## config.mk

```make
export PLATFORM = sky130hd
export DESIGN_NAME = sr_pulse_gen
export DESIGN_NICKNAME = d
export VERILOG_FILES = /design/src/rtl/sr_pulse_pkg.sv /design/src/rtl/sr_pulse_gen_debounce.sv /design/src/rtl/sr_pulse_gen.sv
export SDC_FILE = /design/constraint.sdc
export NUM_CORES = 1
export LEC_CHECK = 0
export ABC_AREA = 1
export CORE_MARGIN = 2
export CORE_UTILIZATION = 54
export CTS_CLUSTER_DIAMETER = 30
export DETAILED_ROUTE_END_ITERATION = 6
export GPL_ROUTABILITY_DRIVEN = 0
export PLACE_DENSITY = 0.79
export SLEW_MARGIN = 10
export SYNTH_ARGS = -nofsm -noshare
export SYNTH_HDL_FRONTEND = slang
export SYNTH_SLANG_ARGS = --single-unit
```

## constraint.sdc

```tcl
create_clock -name clk -period 2.65 [get_ports clk]
set_input_delay 0.53 -clock clk [delete_from_list [all_inputs] [get_ports clk]]
set_output_delay 0.53 -clock clk [all_outputs]
set_load 0.05 [all_outputs]
```

## src/rtl/sr_pulse_pkg.sv

```systemverilog
// Shared constants and helpers for the SR pulse generator.
// It holds the default debounce length and the width function for the debounce counter.
package sr_pulse_pkg;

    localparam int DB_CYCLES_DEF = 16;

    // The counter must be able to hold values up to and including DB_CYCLES.
    function automatic int cnt_width(input int db_cycles);
        return (db_cycles < 1) ? 1 : $clog2(db_cycles + 1);
    endfunction

endpackage

```

## src/rtl/sr_pulse_gen_debounce.sv

```systemverilog
// Debounces one button channel: a two-flop synchronizer feeds a run-length counter.
// The stable level changes only after DB_CYCLES consecutive samples that differ from it.
module debounce
    import sr_pulse_pkg::*;
#(
    parameter int DB_CYCLES = DB_CYCLES_DEF
) (
    input  logic clk,
    input  logic notrst,
    input  logic btn,
    output logic lvl
);

    localparam int CNT_W = cnt_width(DB_CYCLES);
    localparam logic [CNT_W-1:0] CNT_LAST = CNT_W'(DB_CYCLES - 1);

    logic             sync_p0;
    logic             sync_p1;
    logic [CNT_W-1:0] cnt;

    // Stage p0/p1: bring the raw button into the clk domain.
    always_ff @(posedge clk or negedge notrst) begin
        if (!notrst) begin
            sync_p0 <= 1'b0;
            sync_p1 <= 1'b0;
        end else begin
            sync_p0 <= btn;
            sync_p1 <= sync_p0;
        end
    end

    // Stage p2: count consecutive disagreeing samples; toggle and clear together on the last one.
    always_ff @(posedge clk or negedge notrst) begin
        if (!notrst) begin
            cnt <= '0;
            lvl <= 1'b0;
        end else if (sync_p1 == lvl) begin
            cnt <= '0;
        end else if (cnt == CNT_LAST) begin
            cnt <= '0;
            lvl <= ~lvl;
        end else begin
            cnt <= cnt + 1'b1;
        end
    end

endmodule

```

## src/rtl/sr_pulse_gen.sv

```systemverilog
// Turns two bouncy buttons into clean one-cycle set/reset pulses for a downstream SR latch.
// A request where both channels rise in the same cycle is suppressed and flagged on err.
module sr_pulse_gen
    import sr_pulse_pkg::*;
#(
    parameter int DB_CYCLES = DB_CYCLES_DEF
) (
    input  logic clk,
    input  logic notrst,
    input  logic set_btn,
    input  logic rst_btn,
    output logic s,
    output logic r,
    output logic set_lvl,
    output logic rst_lvl,
    output logic err
);

    logic set_hist_p0;
    logic rst_hist_p0;
    logic set_rise;
    logic rst_rise;

    debounce #(
        .DB_CYCLES(DB_CYCLES)
    ) u_set_db (
        .clk   (clk),
        .notrst(notrst),
        .btn   (set_btn),
        .lvl   (set_lvl)
    );

    debounce #(
        .DB_CYCLES(DB_CYCLES)
    ) u_rst_db (
        .clk   (clk),
        .notrst(notrst),
        .btn   (rst_btn),
        .lvl   (rst_lvl)
    );

    always_comb begin
        set_rise = set_lvl & ~set_hist_p0;
        rst_rise = rst_lvl & ~rst_hist_p0;
    end

    // Stage p0: remember last level, register pulses so they are glitch-free.
    always_ff @(posedge clk or negedge notrst) begin
        if (!notrst) begin
            set_hist_p0 <= 1'b0;
            rst_hist_p0 <= 1'b0;
            s           <= 1'b0;
            r           <= 1'b0;
            err         <= 1'b0;
        end else begin
            set_hist_p0 <= set_lvl;
            rst_hist_p0 <= rst_lvl;
            s           <= set_rise & ~rst_rise;
            r           <= rst_rise & ~set_rise;
            err         <= set_rise & rst_rise;
        end
    end

endmodule

```

# ---- Yosys cells after proc, flatten, opt, wreduce, memory -nomap -nowiden
# Index checks and enable logic that the tools add are counted.
# Widths: inputs -> output; s select.
dict set report totals {
  reg_bits 21
  latch_bits 0
  ram_bits 0
  romBits 0
  input_bits 4
  out_inout_bits 5
  wordCells 38
  memories 0
}
dict set report classes {
  addsub 2
  n_mul 0
  div_mod_pow 0
  order_cmp 0
  n_eq_ne 4
  n_shift 0
  muxes 4
  bitwise 13
  n_reduce_logical 2
}
# cell count
set ops {}
lappend ops {{$mux 5} 4}
lappend ops {{$add 5x1->5 const B} 2}
lappend ops {{$eq 5x4->1 const B} 2}
lappend ops {{$not 1->1} 8}
lappend ops {{$and 1x1->1} 5}
lappend ops {{$reduce_and 2->1} 2}
lappend ops {{$eq 1x1->1} 2}

# ---- Logic depth before layout (Yosys ltp)
# Gate-level depths: netlist of the first run.
dict set report depth {
  word_depth 4
  ltp_mapped 5
  mapped_depth_nobuf 5
}

# ---- Cells and area by module
# From an unflattened synthesis of the first run, not the netlist that was laid out.
dict set report unflattened {
  hier_cells 86
  area_unflattened_um2 812.0
}
# mod instances cells_per_inst area_each_um2 seq_area_each_um2
set by_module_without_submodules {}
lappend by_module_without_submodules {debounce 2 35 322.8 200.2}
lappend by_module_without_submodules {sr_pulse_gen 1 16 166.4 125.1}

# ---- Worst setup path before layout of the first run
# OpenSTA, ideal clock, no wires.
dict set report synth_path {
  kind {reg-to-output}
  from {reg u_rst_db.lvl}
  to {out rst_lvl}
  arrival_ps 641
  required_time_ps 2120
  slack_ps 1479
  path_stages_with_launch 1
  n_path_buf 0
  cell_sequence {dfrtp_1}
}
# element line_no
set synth_lines {}
lappend synth_lines {{start, declared} sr_pulse_gen_debounce.sv:11} ;# output logic lvl
lappend synth_lines {{start signal, assigned} sr_pulse_gen_debounce.sv:41} ;# lvl <= ~lvl;
lappend synth_lines {{end, declared} sr_pulse_gen.sv:15} ;# output logic rst_lvl,
# No word-level cell between the ends.

# ---- Worst setup path in the final report of the first run
dict set report layout_path {
  from {reg u_rst_db.lvl}
  to {out rst_lvl}
}
# No word-level cell between the ends.

==> summary.txt, run 1 <==
Critical path
  – Arr. time, crit path: between 1500 and 2000 ps
  – Max FO, Critical Path: 5
  – Cell family with most CP delay: buffers and inverters
  – Worst EP required: ~2100 ps
  – Worst Setup End Kind: output pin
  – Critical path's slowest cell: clkdlybuf4s50_1
  – Crit path kind: reg -> out
  – Worst Setup Start Kind: flip-flop
  – Delay of the slowest cell on the worst path: a little over 800 ps
  – Critical path buffers and inverters: 1
  – Worst-path cell chain: clkdlybuf4s50_1

STA
  – Max Clk Rate: between 0.4 and 0.5 GHz
  – Final WS setup: ~570 ps
  – Minimum clock period: between 2000 and 2500 ps
  – RSZ-0062 raised after global routing: no
  – Worst-Margin Slew: approximately 490 ps
  – Setup TNS: 0 ps
  – Final Slew Violations: 0
  – Slew margin rel.: 0.671
  – Final period util: 0.786
  – Skew final: about 4.4 ps
  – Final setup viols: 0
  – Final hold vios: 0

Power and ir drop
  – Leak Pwr: approximately 0.48 nW
  – Pwr/cell area: about 560 nW/um^2
  – Worst IR Drop VDD: ~410 uV

Global routing
  – Initial antenna violation count: 0
  – Vias in the first global route: 559
  – Global-route wire length before repair: roughly 2.2 mm
  – Maximum number of pins on one net before global-route repair: 22
  – Tot GR Track Use: 0.160
  – GRT overflow: 0

CTS
  – CTS resizes: 0
  – Worst-path clk slew: 110 ps
  – Clock Latency Late Sink: 310 ps
  – Num CTS Buffers: 3
  – Max clock buf depth: 2
  – Post-CTS Hold Buffers: 0
  – Clock Sinks: 21
  – CTS tree: built
  – Root Buffer: clkbuf_4
  – H-Tree Depth: 1
  – Post-CTS setup buffer count: 0

Flow run
  – Max Cap Viol: 0

Placement
  – DP Worst Slack: slightly above 900 ps
  – DP Cell Count: 108
  – Detailed Place HPWL: slightly below 900 um
  – IO Port Bufs: 8

Die
  – Die area: approximately 1800 um^2
  – Initial Util: 0.596
  – Row Count: 13
  – DIE HEIGHT: around 43 um
  – Die width: about 43 um
  – Core area: 1350 um^2
  – Num ports: 9

Logic synthesis
  – Yosys Warn Count: 0
  – Syn nets: 90
  – Cell area after synthesis: about 800 um^2
  – Post-synth cell types: 8
  – Sequential area share after synthesis: 0.653
  – Number of synthesized register bits: 21
  – Post-Synthesis Cells: 84
  – Syn_area_per_cell: roughly 9.6 um^2

Route
  – Initial DRT Pass Iterations: 4
  – Avg WL per Cell: a little over 10 um
  – Vias per cell: a little under 5
  – DR iter-0 viols: 9
  – Total number of vias: 538
  – Drc violations: 0
  – Post-route ant nets: 0
  – Drt total wl: around 1.1 mm

Cells and area
  – Layout cells sized above 1: 0.0515
  – Area Overhead vs Synth: 16.6%
  – Fin cells: ~110
  – NumNets Final: roughly 100
  – Antenna cells: 0
  – Fillers: approximately 100

Status
  – Status: completed

Worst hold path
  – Min-delay worst type: reg -> reg
==> worst reg2reg max path, delay by kind of cell (launching register included) <==
| kind | cells | cell delay, ps |
|---|---|---|
| AND/OR/NAND/NOR | 3 | 350 |
| adder cells (fa/ha/maj) | 1 | 250 |
| flip-flops | 1 | 430 |
==> layout by cell type (no fill, tap or decap), types with 2 or more instances in the layout <==
master,instances
nand3_1,4
xnor2_1,2
nor2_1,17
inv_1,14
clkbuf_4,3
nand4_1,4
nand2_1,20
clkdlybuf4s50_1,8
ha_1,2
dfrtp_1,21
==> registers in the layout, indices dropped and copies added, names as in the netlist <==
register / cells
u_set_db.sync_p0: 1
u_set_db.cnt: 5
set_hist_p0: 1
u_rst_db.cnt: 5
u_rst_db.sync_p0: 1
u_rst_db.sync_p1: 1
s: 1
err: 1
r: 1
rst_hist_p0: 1
u_rst_db.lvl: 1
u_set_db.sync_p1: 1
u_set_db.lvl: 1
==> final timing paths <==
path	start	to	slack (ps)	depth (start not counted)
max in group asynchronous	notrst	u_set_db.cnt[1]	1910	2
min in group asynchronous	notrst	r	540	2
hold reg to reg	u_set_db.sync_p0	u_set_db.sync_p1	360	0
hold / removal	u_set_db.sync_p0	u_set_db.sync_p1	360	0
setup / recovery	u_rst_db.lvl	rst_lvl	570	1
setup reg to reg	u_rst_db.cnt[0]	u_rst_db.cnt[3]	1570	4
==> report_power, final <==
part / internal (W) / leakage, nW / switching, W
Sequential: 0.000331 / 0.279 / 0.00000919
Clock: 0.0000564 / 0.0177 / 0.0000969
Combinational: 0.0000137 / 0.187 / 0.0000168
Total: 0.000401 / 0.484 / 0.000123
==> metal layers <==
layer  up-vias  share of wire  track usage
met1       245           0.48        0.195
met2        12           0.46        0.271
met3         2          0.042       0.0302
li1        279              -            -
met4         0          0.020       0.0750
met5         -              0            0
==> through the flow <==
| step | hold WS [ps] | power (W) | instance area, um^2 | util |
|---|---|---|---|---|
| floorplan | 234 | 0.000361 | 805 | - |
| global placement | 334 | 0.000375 | 911 | 0.675 |
| detailed placement | 337 | 0.000377 | 911 | 0.675 |
| CTS | 364 | 0.000527 | 938 | 0.695 |
| global route | 371 | 0.000551 | 938 | 0.695 |
| finish | 362 | 0.000524 | 938 | 0.695 |
==> cell families (layout without fill, tap and decap cells) <==
group,Yosys count,count (layout),synth area share
and+or+nand+nor,45,45,0.229
DFF,21,21,0.653
buffers and inverters,14,27,0.0653
adders and majority gates,2,2,0.0311
xor gates and xnor gates,2,2,0.0218
==> cell usage after synthesis (all sizes together) <==
library cell | count | area, um^2
dfrtp | 21 | 526
nand2 | 20 | 75.1
nor2 | 17 | 63.8
inv | 14 | 52.6
nand3 | 4 | 20.0
nand4 | 4 | 25.0
ha | 2 | 25.0
xnor2 | 2 | 17.5
==> area by class of cell <==
cell class	instances	area (um^2)	area share
well taps	15	18.8	0.0200
multi-input cells	49	226	0.241
flip-flops and latches	21	526	0.560
clock inverters	1	5.00	0.00533
clock buffers	3	22.5	0.0240
repair buffers	9	87.6	0.0933
inverters	14	52.6	0.0560
Note: power is estimated with default switching activity, not from simulation.
==> inputs of run 2 (changes only) <==
--- a/config.mk
+++ b/config.mk
@@ -7,11 +7,11 @@
 export LEC_CHECK = 0
 export ABC_AREA = 1
 export CORE_MARGIN = 2
-export CORE_UTILIZATION = 54
+export CORE_UTILIZATION = 52
 export CTS_CLUSTER_DIAMETER = 30
 export DETAILED_ROUTE_END_ITERATION = 6
 export GPL_ROUTABILITY_DRIVEN = 0
-export PLACE_DENSITY = 0.79
+export PLACE_DENSITY = 0.77
 export SLEW_MARGIN = 10
 export SYNTH_ARGS = -nofsm -noshare
 export SYNTH_HDL_FRONTEND = slang
==> constraint.sdc (replaced) <==
create_clock -name clk -period 2.05 [get_ports clk]
set_input_delay 0.41 -clock clk [delete_from_list [all_inputs] [get_ports clk]]
set_output_delay 0.41 -clock clk [all_outputs]
set_load 0.05 [all_outputs]
==> summary.txt, run 2 (synthesized netlist as in run 1, its figures left out) <==
Die
  – Core area: around 1500 um^2
  – Initial Util: 0.547
  – Row Count: 14
  – Die area: about 1900 um^2
  – Num ports: 9
  – DIE HEIGHT: between 40 and 50 um
  – Die width: ~43 um

Critical path
  – Worst Setup Start Kind: flip-flop
  – Max FO, Critical Path: 5
  – Worst EP required: between 1500 and 2000 ps
  – Worst-path cell chain: clkdlybuf4s50_1
  – Reg2reg setup slack: between 900 and 1000 ps
  – Cell family with most CP delay: buffers and inverters
  – Delay of the slowest cell on the worst path: slightly above 800 ps
  – RR Startpoint: u_rst_db.cnt[0]
  – Critical path buffers and inverters: 1
  – FF-to-FF path depth: 4
  – Crit path kind: reg -> out
  – Stages on the worst setup path: 1
  – Crit Reg-Reg Endpoint: u_rst_db.cnt[3]
  – Arr. time, crit path: roughly 1600 ps
  – Critical path's slowest cell: clkdlybuf4s50_1
  – Worst Setup End Kind: output pin

Global routing
  – Tot GR Track Use: 0.151
  – GRT overflow: 0
  – Initial antenna violation count: 0
  – Maximum number of pins on one net before global-route repair: 22
  – Vias in the first global route: about 510
  – Global-route wire length before repair: slightly above 2 mm

STA
  – Final setup viols: 0
  – RSZ-0062 raised after global routing: no
  – Setup TNS: 0 ps
  – Final hold vios: 0
  – Skew final: approximately 4.2 ps
  – Worst-Margin Slew: around 500 ps
  – Minimum clock period: 1960 ps
  – Final Slew Violations: 0
  – Max Clk Rate: approximately 0.5 GHz
  – Final WS setup: around 93 ps
  – Slew margin rel.: 0.668
  – Final period util: 0.955

Worst hold path
  – Worst hold start: u_set_db.sync_p0
  – Worst Hold Path EP: u_set_db.sync_p1
  – Hold path depth: 0
  – Min-delay worst type: reg -> reg

Placement
  – Placed cell areas: slightly above 900 um^2
  – IO Port Bufs: 8
  – Detailed Place HPWL: just under 900 um
  – DP Worst Slack: between 400 and 500 ps

Route
  – DR iter-0 viols: 9
  – Total number of vias: 555
  – Drc violations: 0
  – Post-route ant nets: 0
  – Drt total wl: roughly 1.1 mm
  – Avg WL per Cell: around 10 um
  – Initial DRT Pass Iterations: 4
  – Vias per cell: ~4.9

Cells and area
  – Layout cells sized above 1: 0.0412
  – Area Overhead vs Synth: 16.6%
  – Commonest non-fill, non-tap cell in the layout: dfrtp_1
  – NumNets Final: roughly 100
  – Fin area: 938 um^2
  – Commonest cells after routing, fill and taps aside: dfrtp_1 (21), nand2_1 (20), nor2_1 (17)
  – Antenna cells: 0
  – Final core utilization: 0.638
  – Top Registers: u_rst_db.cnt x5, u_set_db.cnt x5

Power and ir drop
  – Pwr/cell area: ~730 nW/um^2
  – Worst IR Drop VDD: approximately 480 uV
  – Net Sw Power: roughly 0.00016 W
  – Sequential Power Share: 0.645
  – Cell internal pwr: approximately 0.00052 W
  – Leak Pwr: 0.481 nW
  – Combinational fraction of design power: 0.057
  – Clock power share: 0.298
  – Switching Share: 0.235
  – Total power: between 0.0006 and 0.0007 W

CTS
  – Max clock buf depth: 2
  – Root Buffer: clkbuf_4
  – Post-CTS setup buffer count: 0
  – Clock Latency Late Sink: 310 ps
  – Clock Sinks: 21
  – H-Tree Depth: 1
  – CTS resizes: 0
  – Num CTS Buffers: 3
  – Worst-path clk slew: about 120 ps
  – CTS tree: built
  – Post-CTS Hold Buffers: 0

Status
  – Status: completed

Flow run
  – Max Cap Viol: 0
==> run 2: cell types whose count changed in the layout (fill, tap and decap cells not counted) <==
cell      change
clkbuf_1      +1
clkinv_2      -1
==> run 2: power by group through the flow <==
stage	clock network [W]	logic, W	registers, W
2_1_floorplan	0	0.0000212	0.000446
3_3_place_gp	0	0.0000390	0.000447
3_5_place_dp	0	0.0000402	0.000447
4_1_cts	0.000206	0.0000404	0.000439
5_1_grt	0.000215	0.0000461	0.000442
6_report	0.000203	0.0000387	0.000439
==> run 2: how the worst max path moves through the flow <==
stage	start	endpoint	slack (ps)
detailed placement	u_rst_db.lvl	rst_lvl	430
global placement	u_set_db.lvl	set_lvl	460
finish	u_rst_db.lvl	rst_lvl	90
CTS	u_rst_db.lvl	rst_lvl	80
global route	u_set_db.lvl	set_lvl	40
floorplan	u_rst_db.lvl	u_rst_db.cnt[3]	920
==> run 2: stage by stage <==
stage / hold slack (ps) / instances
finish: 357 / 113
global route: 377 / 113
CTS: 363 / 113
detailed placement: 336 / 109
global placement: 334 / 109
floorplan: 114 / 84
==> run 2: cell type report <==
cell class                 instances  area [um^2]
sequential                        21          526
multi-input combinational         49          226
inverter                          14         52.6
tap                               16         20.0
timing repair buffer               9         87.6
fill                             121          533
clock buffer                       4         26.3
==> run 2: layer usage <==
layer  vias to the layer above  track usage  part of all wire
met2                        13        0.227              0.49
met4                         0       0.0909             0.015
met1                       259        0.204              0.45
met3                         4       0.0292             0.048
li1                        279            -                 -
met5                         -            0                 0
==> patch (settings of run 1) <==
Register the output `r` once more, with the module's reset; this adds one clock of latency there. The other outputs are not delayed to match.
--- a/src/rtl/sr_pulse_gen.sv
+++ b/src/rtl/sr_pulse_gen.sv
@@ -15,6 +15,8 @@
     output logic rst_lvl,
     output logic err
 );
+
+    logic r_s0;
 
     logic set_hist_p0;
     logic rst_hist_p0;
@@ -50,14 +52,22 @@
             set_hist_p0 <= 1'b0;
             rst_hist_p0 <= 1'b0;
             s           <= 1'b0;
-            r           <= 1'b0;
+            r_s0        <= 1'b0;
             err         <= 1'b0;
         end else begin
             set_hist_p0 <= set_lvl;
             rst_hist_p0 <= rst_lvl;
             s           <= set_rise & ~rst_rise;
-            r           <= rst_rise & ~set_rise;
+            r_s0        <= rst_rise & ~set_rise;
             err         <= set_rise & rst_rise;
+        end
+    end
+
+    always_ff @(posedge clk or negedge notrst) begin
+        if (!notrst) begin
+            r <= '0;
+        end else begin
+            r <= r_s0;
         end
     end
 
Check against the original RTL: same outputs for any inputs over 10 cycles, from zero or initial values and one cycle with notrst low; that may be too few to reach the edited logic, so the function may still have changed.
==> patch against run 1 <==
  * Synthesized cell count up 1.2%
  * Clock skew grew 6.8 ps
  * Largest cell class unchanged
  * Design area rose by 3.7%
  * Die area grew 2.8%
  * Worst setup slack better by 2.5 ps
  * Sequential cell count up 1
  * Area after synthesis rose by 3.1%
  * Count of clock-buffer cells in the layout is 1 higher
  * Total power rose by 7.9%
  * Wire length increased by 0.53%
==> patch: results (changes against run 1) <==
met1_length_um: 543  # was 547 um
register_area_um2: 550.5  # was 525.5 um^2
place_area_um2: 937.1  # was 910.9 um^2
die_w_um: 43.20  # was 42.60 um
synth-seq-area-share: 0.6637  # was 0.6532
grt_use_total: 0.1531  # was 0.1599
netlist_top_cells_count: "dfrtp_1, nand2_1, nor2_1"  # unchanged
dp_hpwl_um: 853.8  # was 870.6 um
power.group.top: "registers"  # unchanged
clock-skew-final_ps: 11.19  # was 4.380 ps
buf_share: 0.08997  # was 0.09333
p_total_uw: 565.1  # was 523.7 uW
synth-seq-cells: 22  # was 21
grt_max_degree: 23  # was 22
wl_per_cell_um: 10.05  # was 10.18 um
status: "finished, final reports clean"  # unchanged
intPower_uw: 443.5  # was 400.9 uW
dpl_worst_slack_ps: 911.6  # was 927.2 ps
slew_headroom: 0.6697  # was 0.6711
fillers: 120  # was 101
drt_iter0_drc: 2  # was 9
area_share_clock_buf_inv: 0.03728  # was 0.02933
final_nets: 105  # was 104
grt_util_met3: 0.05106  # was 0.03017
p_clk_frac: 0.317  # was 0.293
grt_pass1_wl_um: 2035  # was 2159 um
drive_above_1_share: 0.05102  # was 0.05155
vdd_drop_max_v: 0.0004086  # was 0.0004089 V
gr-usage-met2: 0.2507  # was 0.2708
dr_wl_met2_um: 563  # was 521 um
multi_input_area_share: 0.2326  # was 0.2413
highest_layer: "met3"  # was met4
grtUsageMet1: 0.1790  # was 0.1949
dr_total_vias: 554  # was 538
clkbuf_count: 4  # was 3
met3_length_um: 40  # was 48 um
grt_pass1_vias: 512  # was 559
syn_nets: 91  # was 90
seqPwrFrac: 0.629  # was 0.649
patch: cell count changes after synthesis, sizes merged:
| cell | run 1 | this run |
|---|---|---|
| dfrtp | 21 | 22 |
patch: path summary, 6_finish.rpt:
check                              endpoint  slack, ps  depth (start not counted)             start
max in group asynchronous      u_rst_db.lvl       1870                          2            notrst
hold reg to reg            u_rst_db.sync_p1        360                          0  u_rst_db.sync_p0
hold / removal             u_rst_db.sync_p1        360                          0  u_rst_db.sync_p0
setup / recovery                    set_lvl        570                          1      u_set_db.lvl
setup reg to reg            u_set_db.cnt[0]       1600                          4   u_set_db.cnt[0]
min in group asynchronous               err        560                          2            notrst
patch: cells by family after synthesis:
group,after synthesis,share of synthesized area
and+or+nand+nor,45,0.2217
DFF,22,0.6637
buffers and inverters,14,0.06335
xor gates and xnor gates,2,0.02112
adders and majority gates,2,0.03016
patch: per-stage QoR:
step                cells  hold slack, ps
finish                114           361.0
global route          114           378.6
CTS                   114           366.2
detailed placement    110           338.9
global placement      110           334.0
floorplan              85           234.4
